<file path="config.mk">
export PLATFORM = sky130hd
export DESIGN_NAME = gpio_chip
export DESIGN_NICKNAME = d
export VERILOG_FILES = /design/src/rtl/gpio_pkg.sv /design/src/rtl/gpio_port.sv /design/src/rtl/gpio_chip.sv
export SDC_FILE = /design/constraint.sdc
export NUM_CORES = 1
export LEC_CHECK = 0
export BUFFER_PORTS_ARGS = -buffer_cell sky130_fd_sc_hd__buf_2
export CAP_MARGIN = 0
export CORE_ASPECT_RATIO = 0.7
export CORE_MARGIN = 8
export CORE_UTILIZATION = 55
export DETAILED_ROUTE_END_ITERATION = 10
export HOLD_SLACK_MARGIN = 0.1
export PLACE_DENSITY = 0.75
export SKIP_CTS_REPAIR_TIMING = 1
export SLEW_MARGIN = 20
export SYNTH_ARGS = -nofsm -noshare
export SYNTH_HDL_FRONTEND = slang
export SYNTH_SLANG_ARGS = --single-unit
</file>
<file path="constraint.sdc">
create_clock -name clk -period 3 [get_ports clk]
set_input_delay 0.15 -clock clk [delete_from_list [all_inputs] [get_ports clk]]
set_output_delay 0.15 -clock clk [all_outputs]
set_load 0.005 [all_outputs]
</file>
<file path="src/rtl/gpio_pkg.sv">
// Shared constants for the GPIO block: register map offsets, port stride and parameter limits.
package gpio_pkg;

   localparam int unsigned PortStride = 4;
   localparam int unsigned MaxPorts   = 4;
   localparam int unsigned MaxWidth   = 8;

   typedef enum logic [1:0] {
      RegData = 2'd0,
      RegDdr  = 2'd1,
      RegIen  = 2'd2,
      RegIflg = 2'd3
   } reg_off_e;

   // First address past the last implemented port.
   function automatic logic [8:0] addr_limit(input int unsigned ports);
      return 9'(PortStride * ports);
   endfunction

endpackage

</file>
<file path="src/rtl/gpio_port.sv">
// One GPIO port: output latch, DDR, interrupt enable/flag, 2-flop input synchronizer
// and rising-edge detection.
module gpio_port
   import gpio_pkg::*;
#(
   parameter int unsigned WIDTH = 8
) (
   input  logic             clk,
   input  logic             reset,
   input  logic [WIDTH-1:0] pin_in,
   input  logic [WIDTH-1:0] wr_data,
   input  logic             wr_en,
   input  logic [1:0]       wr_sel,
   output logic [WIDTH-1:0] rd_data,
   output logic [WIDTH-1:0] rd_ddr,
   output logic [WIDTH-1:0] rd_ien,
   output logic [WIDTH-1:0] rd_iflg,
   output logic [WIDTH-1:0] pin_out,
   output logic [WIDTH-1:0] pin_oe,
   output logic             irq_pend
);

   logic [WIDTH-1:0] data_q, data_d;
   logic [WIDTH-1:0] ddr_q, ddr_d;
   logic [WIDTH-1:0] ien_q, ien_d;
   logic [WIDTH-1:0] iflg_q, iflg_d;
   logic [WIDTH-1:0] sync1_q, sync2_q, prev_q;
   logic [1:0]       arm_q, arm_d;
   logic [WIDTH-1:0] rise;

   always_comb begin
      data_d = data_q;
      ddr_d  = ddr_q;
      ien_d  = ien_q;
      iflg_d = iflg_q;
      // Edges only count once both sync2 and prev hold real post-reset samples.
      arm_d  = (arm_q == 2'd3) ? arm_q : arm_q + 2'd1;
      rise   = (arm_q == 2'd3) ? (sync2_q & ~prev_q) : '0;
      if (wr_en) begin
         unique case (reg_off_e'(wr_sel))
            RegData: data_d = wr_data;
            RegDdr:  ddr_d  = wr_data;
            RegIen:  ien_d  = wr_data;
            RegIflg: iflg_d = iflg_q & ~wr_data;
         endcase
      end
      // A new edge wins over a simultaneous clear.
      iflg_d = iflg_d | (rise & ien_q);
   end

   always_ff @(posedge clk or negedge reset) begin
      if (!reset) begin
         data_q  <= '0;
         ddr_q   <= '0;
         ien_q   <= '0;
         iflg_q  <= '0;
         sync1_q <= '0;
         sync2_q <= '0;
         prev_q  <= '0;
         arm_q   <= 2'd0;
      end else begin
         data_q  <= data_d;
         ddr_q   <= ddr_d;
         ien_q   <= ien_d;
         iflg_q  <= iflg_d;
         sync1_q <= pin_in;
         sync2_q <= sync1_q;
         prev_q  <= sync2_q;
         arm_q   <= arm_d;
      end
   end

   assign rd_data  = (data_q & ddr_q) | (sync2_q & ~ddr_q);
   assign rd_ddr   = ddr_q;
   assign rd_ien   = ien_q;
   assign rd_iflg  = iflg_q;
   assign pin_out  = data_q;
   assign pin_oe   = ddr_q;
   assign irq_pend = |(iflg_q & ien_q);

endmodule

</file>
<file path="src/rtl/gpio_chip.sv">
// GPIO controller: PORTS identical ports on a byte-wide CPU bus with a registered,
// OR-able read port and a combined registered interrupt request.
module gpio_chip
   import gpio_pkg::*;
#(
   parameter int unsigned PORTS = 2,
   parameter int unsigned WIDTH = 8
) (
   input  logic                   clk,
   input  logic                   reset,
   input  logic [7:0]             AB,
   input  logic [7:0]             DI,
   output logic [7:0]             DO,
   input  logic                   CS,
   input  logic                   WE,
   input  logic [PORTS*WIDTH-1:0] pin_in,
   output logic [PORTS*WIDTH-1:0] pin_out,
   output logic [PORTS*WIDTH-1:0] pin_oe,
   output logic                   IRQ
);

   localparam logic [8:0] AddrLimit = addr_limit(PORTS);

   logic                        addr_hit;
   logic [5:0]                  port_sel;
   logic [PORTS-1:0]            wr_en;
   logic [PORTS-1:0][WIDTH-1:0] data_rd, ddr_rd, ien_rd, iflg_rd;
   logic [PORTS-1:0]            irq_pend;
   logic [WIDTH-1:0]            rd_word;
   logic [7:0]                  do_d, do_q;
   logic                        irq_d, irq_q;

   assign addr_hit = {1'b0, AB} < AddrLimit;
   assign port_sel = AB[7:2];

   for (genvar p = 0; p < PORTS; p++) begin : g_port
      assign wr_en[p] = CS & WE & addr_hit & (port_sel == 6'(p));

      gpio_port #(
         .WIDTH(WIDTH)
      ) u_port (
         .clk      (clk),
         .reset    (reset),
         .pin_in   (pin_in[p*WIDTH +: WIDTH]),
         .wr_data  (DI[WIDTH-1:0]),
         .wr_en    (wr_en[p]),
         .wr_sel   (AB[1:0]),
         .rd_data  (data_rd[p]),
         .rd_ddr   (ddr_rd[p]),
         .rd_ien   (ien_rd[p]),
         .rd_iflg  (iflg_rd[p]),
         .pin_out  (pin_out[p*WIDTH +: WIDTH]),
         .pin_oe   (pin_oe[p*WIDTH +: WIDTH]),
         .irq_pend (irq_pend[p])
      );
   end

   always_comb begin
      rd_word = '0;
      for (int p = 0; p < PORTS; p++) begin
         if (port_sel == 6'(p)) begin
            unique case (reg_off_e'(AB[1:0]))
               RegData: rd_word = data_rd[p];
               RegDdr:  rd_word = ddr_rd[p];
               RegIen:  rd_word = ien_rd[p];
               RegIflg: rd_word = iflg_rd[p];
            endcase
         end
      end
      // Idle cycles return zero so DO can be OR-ed onto the shared read bus.
      do_d  = (CS && !WE && addr_hit) ? 8'(rd_word) : 8'h00;
      irq_d = |irq_pend;
   end

   always_ff @(posedge clk or negedge reset) begin
      if (!reset) begin
         do_q  <= 8'h00;
         irq_q <= 1'b0;
      end else begin
         do_q  <= do_d;
         irq_q <= irq_d;
      end
   end

   assign DO  = do_q;
   assign IRQ = irq_q;

endmodule

</file>
==> run summary <==
status -> finished, final reports clean
worst-skew pair later-pin latency -> 410 ps
vias per std cell -> 5.75
Post-synth EDFFs -> 0
initial antenna violation count -> 0
mean routed wirelength per cell -> 19.5 um
most frequent cells in the layout -> 125 x dfrtp_1, 75 x buf_2, 57 x mux2_2
FF-to-FF path depth -> 4
Starting Density -> 56.0%
max cap viols -> 0
CP max stage delay -> 710 ps
Setup CP Type -> in2reg
Worst Setup SP -> AB[0]
Final setup viols -> 0
count of state elements after synthesis -> 125
Syn Area/Cell -> 13.7 um2
vias -> 3475
global-route wire length before repair -> 18.9 mm
Synthesis Warnings -> 0
Util after Layout -> 70.8%
full die area -> 0.0125 mm2
overall routing resource usage -> 20.1%
f_max -> 0.626 GHz
largest net degree at the start of global routing -> 64
clock sinks -> 125
Root Buffer -> clkbuf_16
# diodes -> 0
Worst VDD drop -> 0.000467 V
crit path DAT -> 1900 ps
Boundary Pins -> 77
critical path startpoint category -> primary input
final period demand of the worst path -> 1600 ps
Mapped Area -> 0.00502 mm2
Slew Limit Fails -> 0
H-Tree Depth -> 4
Synth Flop Type -> dfrtp_1
CP Max Fanout -> 50
TritonCTS clock tree -> built
port bufs -> 76
clock-pin slew on the worst setup and hold paths -> 50 ps
P per Cell Area -> 673 mW/mm2
CTS max path bufs -> 2
Routed WL -> 11.8 mm
unrepaired setup endpoints after global routing -> false
nets -> 507
Inserted Clock Buffers -> 17
Yosys cell types -> 35
number of antenna-violating nets in the routed design -> 0
setup TNS -> 0 ps
CP max-delay cell -> buf_2
Seq/Total Area, Yosys -> 62.3%
FF-to-FF setup slack -> 1420 ps
Syn Nets -> 404
fraction of registers with async set/reset -> 100%
crit path cell chain -> buf_2 -> nand2_1 -> nor3_4 -> nand2_1 -> a32o_1
Chip Height -> 95.9 um
Core Area -> 0.00896 mm2
global placement routability congestion -> 0.884
row cnt -> 29
fillers -> 633
synth-to-layout area growth -> 26.3%
endpoints failing hold -> 0
Tightest Pin Transition -> 946 ps
TritonRoute pass-1 iters -> 4
Synth Instances -> 366
HP Class -> in2reg
Worst setup endpoint -> g_port[0].u_port.rd_iflg[3]
crit-path most repeated cell -> nand2_1
layout cells sized above 1 -> 37.9%
most common cell after layout, fill and taps aside -> dfrtp_1
worst r2r src -> g_port[0].u_port.pin_oe[5]
violation count after the first detailed-route iteration -> 192
vias in the first global route -> 3635
Worst EP required -> 3300 ps
R2R Path End -> DO[5]
Crit. End Element -> flop
# DRC -> 0
Detail Placement HPWL -> 7.85 mm
Final period util -> 53.3%
relative slew slack -> 36.9%
GRT overflow -> 0
worst clock skew -> 6.67 ps
total power -> 0.00427 W
static leakage -> 3.09 nW
Die Width -> 130 um
worst min path at each step:
stage	from	end	slack (ps)	cells past startpoint
floorplan	reset	DO[0]	-150	0
finish	DI[1]	g_port[0].u_port.pin_out[1]	110	2
global route	DI[4]	g_port[1].u_port.pin_out[4]	110	2
global placement	reset	g_port[0].u_port.sync1_q[6]	220	1
CTS	reset	g_port[0].u_port.sync1_q[7]	-210	1
detailed placement	reset	g_port[0].u_port.pin_out[7]	230	1
where the power goes:
part	leakage (nW)	switching (W)	total [W]	internal (W)
combinational	1.18	0.000137	0.000266	0.000129
sequential	1.60	0.0000630	0.00184	0.00178
clock	0.309	0.000697	0.00216	0.00146
total	3.09	0.000898	0.00427	0.00337
metal layers:
| layer | global-route usage [%] | wire (um) | vias up | share of wire (%) |
|---|---|---|---|---|
| li1 | - | - | 1556 | - |
| met1 | 25.9 | 5290 | 1777 | 45 |
| met2 | 31.0 | 5400 | 120 | 46 |
| met3 | 6.86 | 927 | 22 | 7.9 |
| met4 | 8.28 | 162 | 0 | 1.4 |
| met5 | 0 | 0 | - | 0 |
cells in the mapped netlist (all sizes together) (5+ instances only):
master	instances	share of area [%]
mux2	59	13
a221oi	5	0.87
mux2i	9	1.8
o21ai	22	2.2
dfrtp	125	62
or3b	7	1.2
o311ai	7	1.2
a32o	16	3.2
a211oi	7	1.0
inv	8	0.60
nor2b	11	1.4
nor2	17	1.4
nor3	9	1.1
clkbuf	10	0.75
nand2	25	2.5
a21oi	7	0.70
layout make-up:
cell class / count / area [um2] / area share (%)
sequential: 125 / 3130 / 49.3
clock buffer: 23 / 488 / 7.70
inverter: 8 / 30.0 / 0.474
clock inverter: 7 / 135 / 2.13
tap: 124 / 155 / 2.45
multi-input combinational: 221 / 1810 / 28.6
timing repair buffer: 96 / 591 / 9.31
flip-flops by register name, indices dropped and copies added (netlist names):
| register | cells |
|---|---|
| g_port.u_port.rd_ien | 16 |
| g_port.u_port.rd_iflg | 16 |
| g_port.u_port.pin_oe | 16 |
| g_port.u_port.sync2_q | 16 |
| g_port.u_port.pin_out | 16 |
| g_port.u_port.arm_q | 4 |
| g_port.u_port.prev_q | 16 |
| IRQ | 1 |
| DO | 8 |
| g_port.u_port.sync1_q | 16 |
critical path, delay by kind of cell:
kind / cells / cell delay, ps
AO/OA/AOI/OAI: 1 / 220
buffers and inverters: 1 / 710
AND/OR/NAND/NOR: 3 / 800
logic make-up after synthesis:
kind of cell / share of synthesized area [%]
flip-flops: 62.3
AND/OR/NAND/NOR: 10.0
AO/OA/AOI/OAI: 10.3
multiplexers: 15.0
buffers and inverters: 1.55
XOR/XNOR: 0.349
adder cells (fa/ha/maj): 0.498
per-stage QoR:
stage | cells | instance area, um2 | hold slack, ps | setup slack (ps)
6_report | 604 | 6340 | 110 | 1400
5_1_grt | 604 | 6340 | 112 | 1260
4_1_cts | 586 | 6160 | -206 | 1410
3_5_place_dp | 556 | 5540 | 226 | 1010
3_3_place_gp | 556 | 5540 | 219 | 1080
2_1_floorplan | 366 | 5020 | -146 | 1530
(Power assumes the default switching activity.)
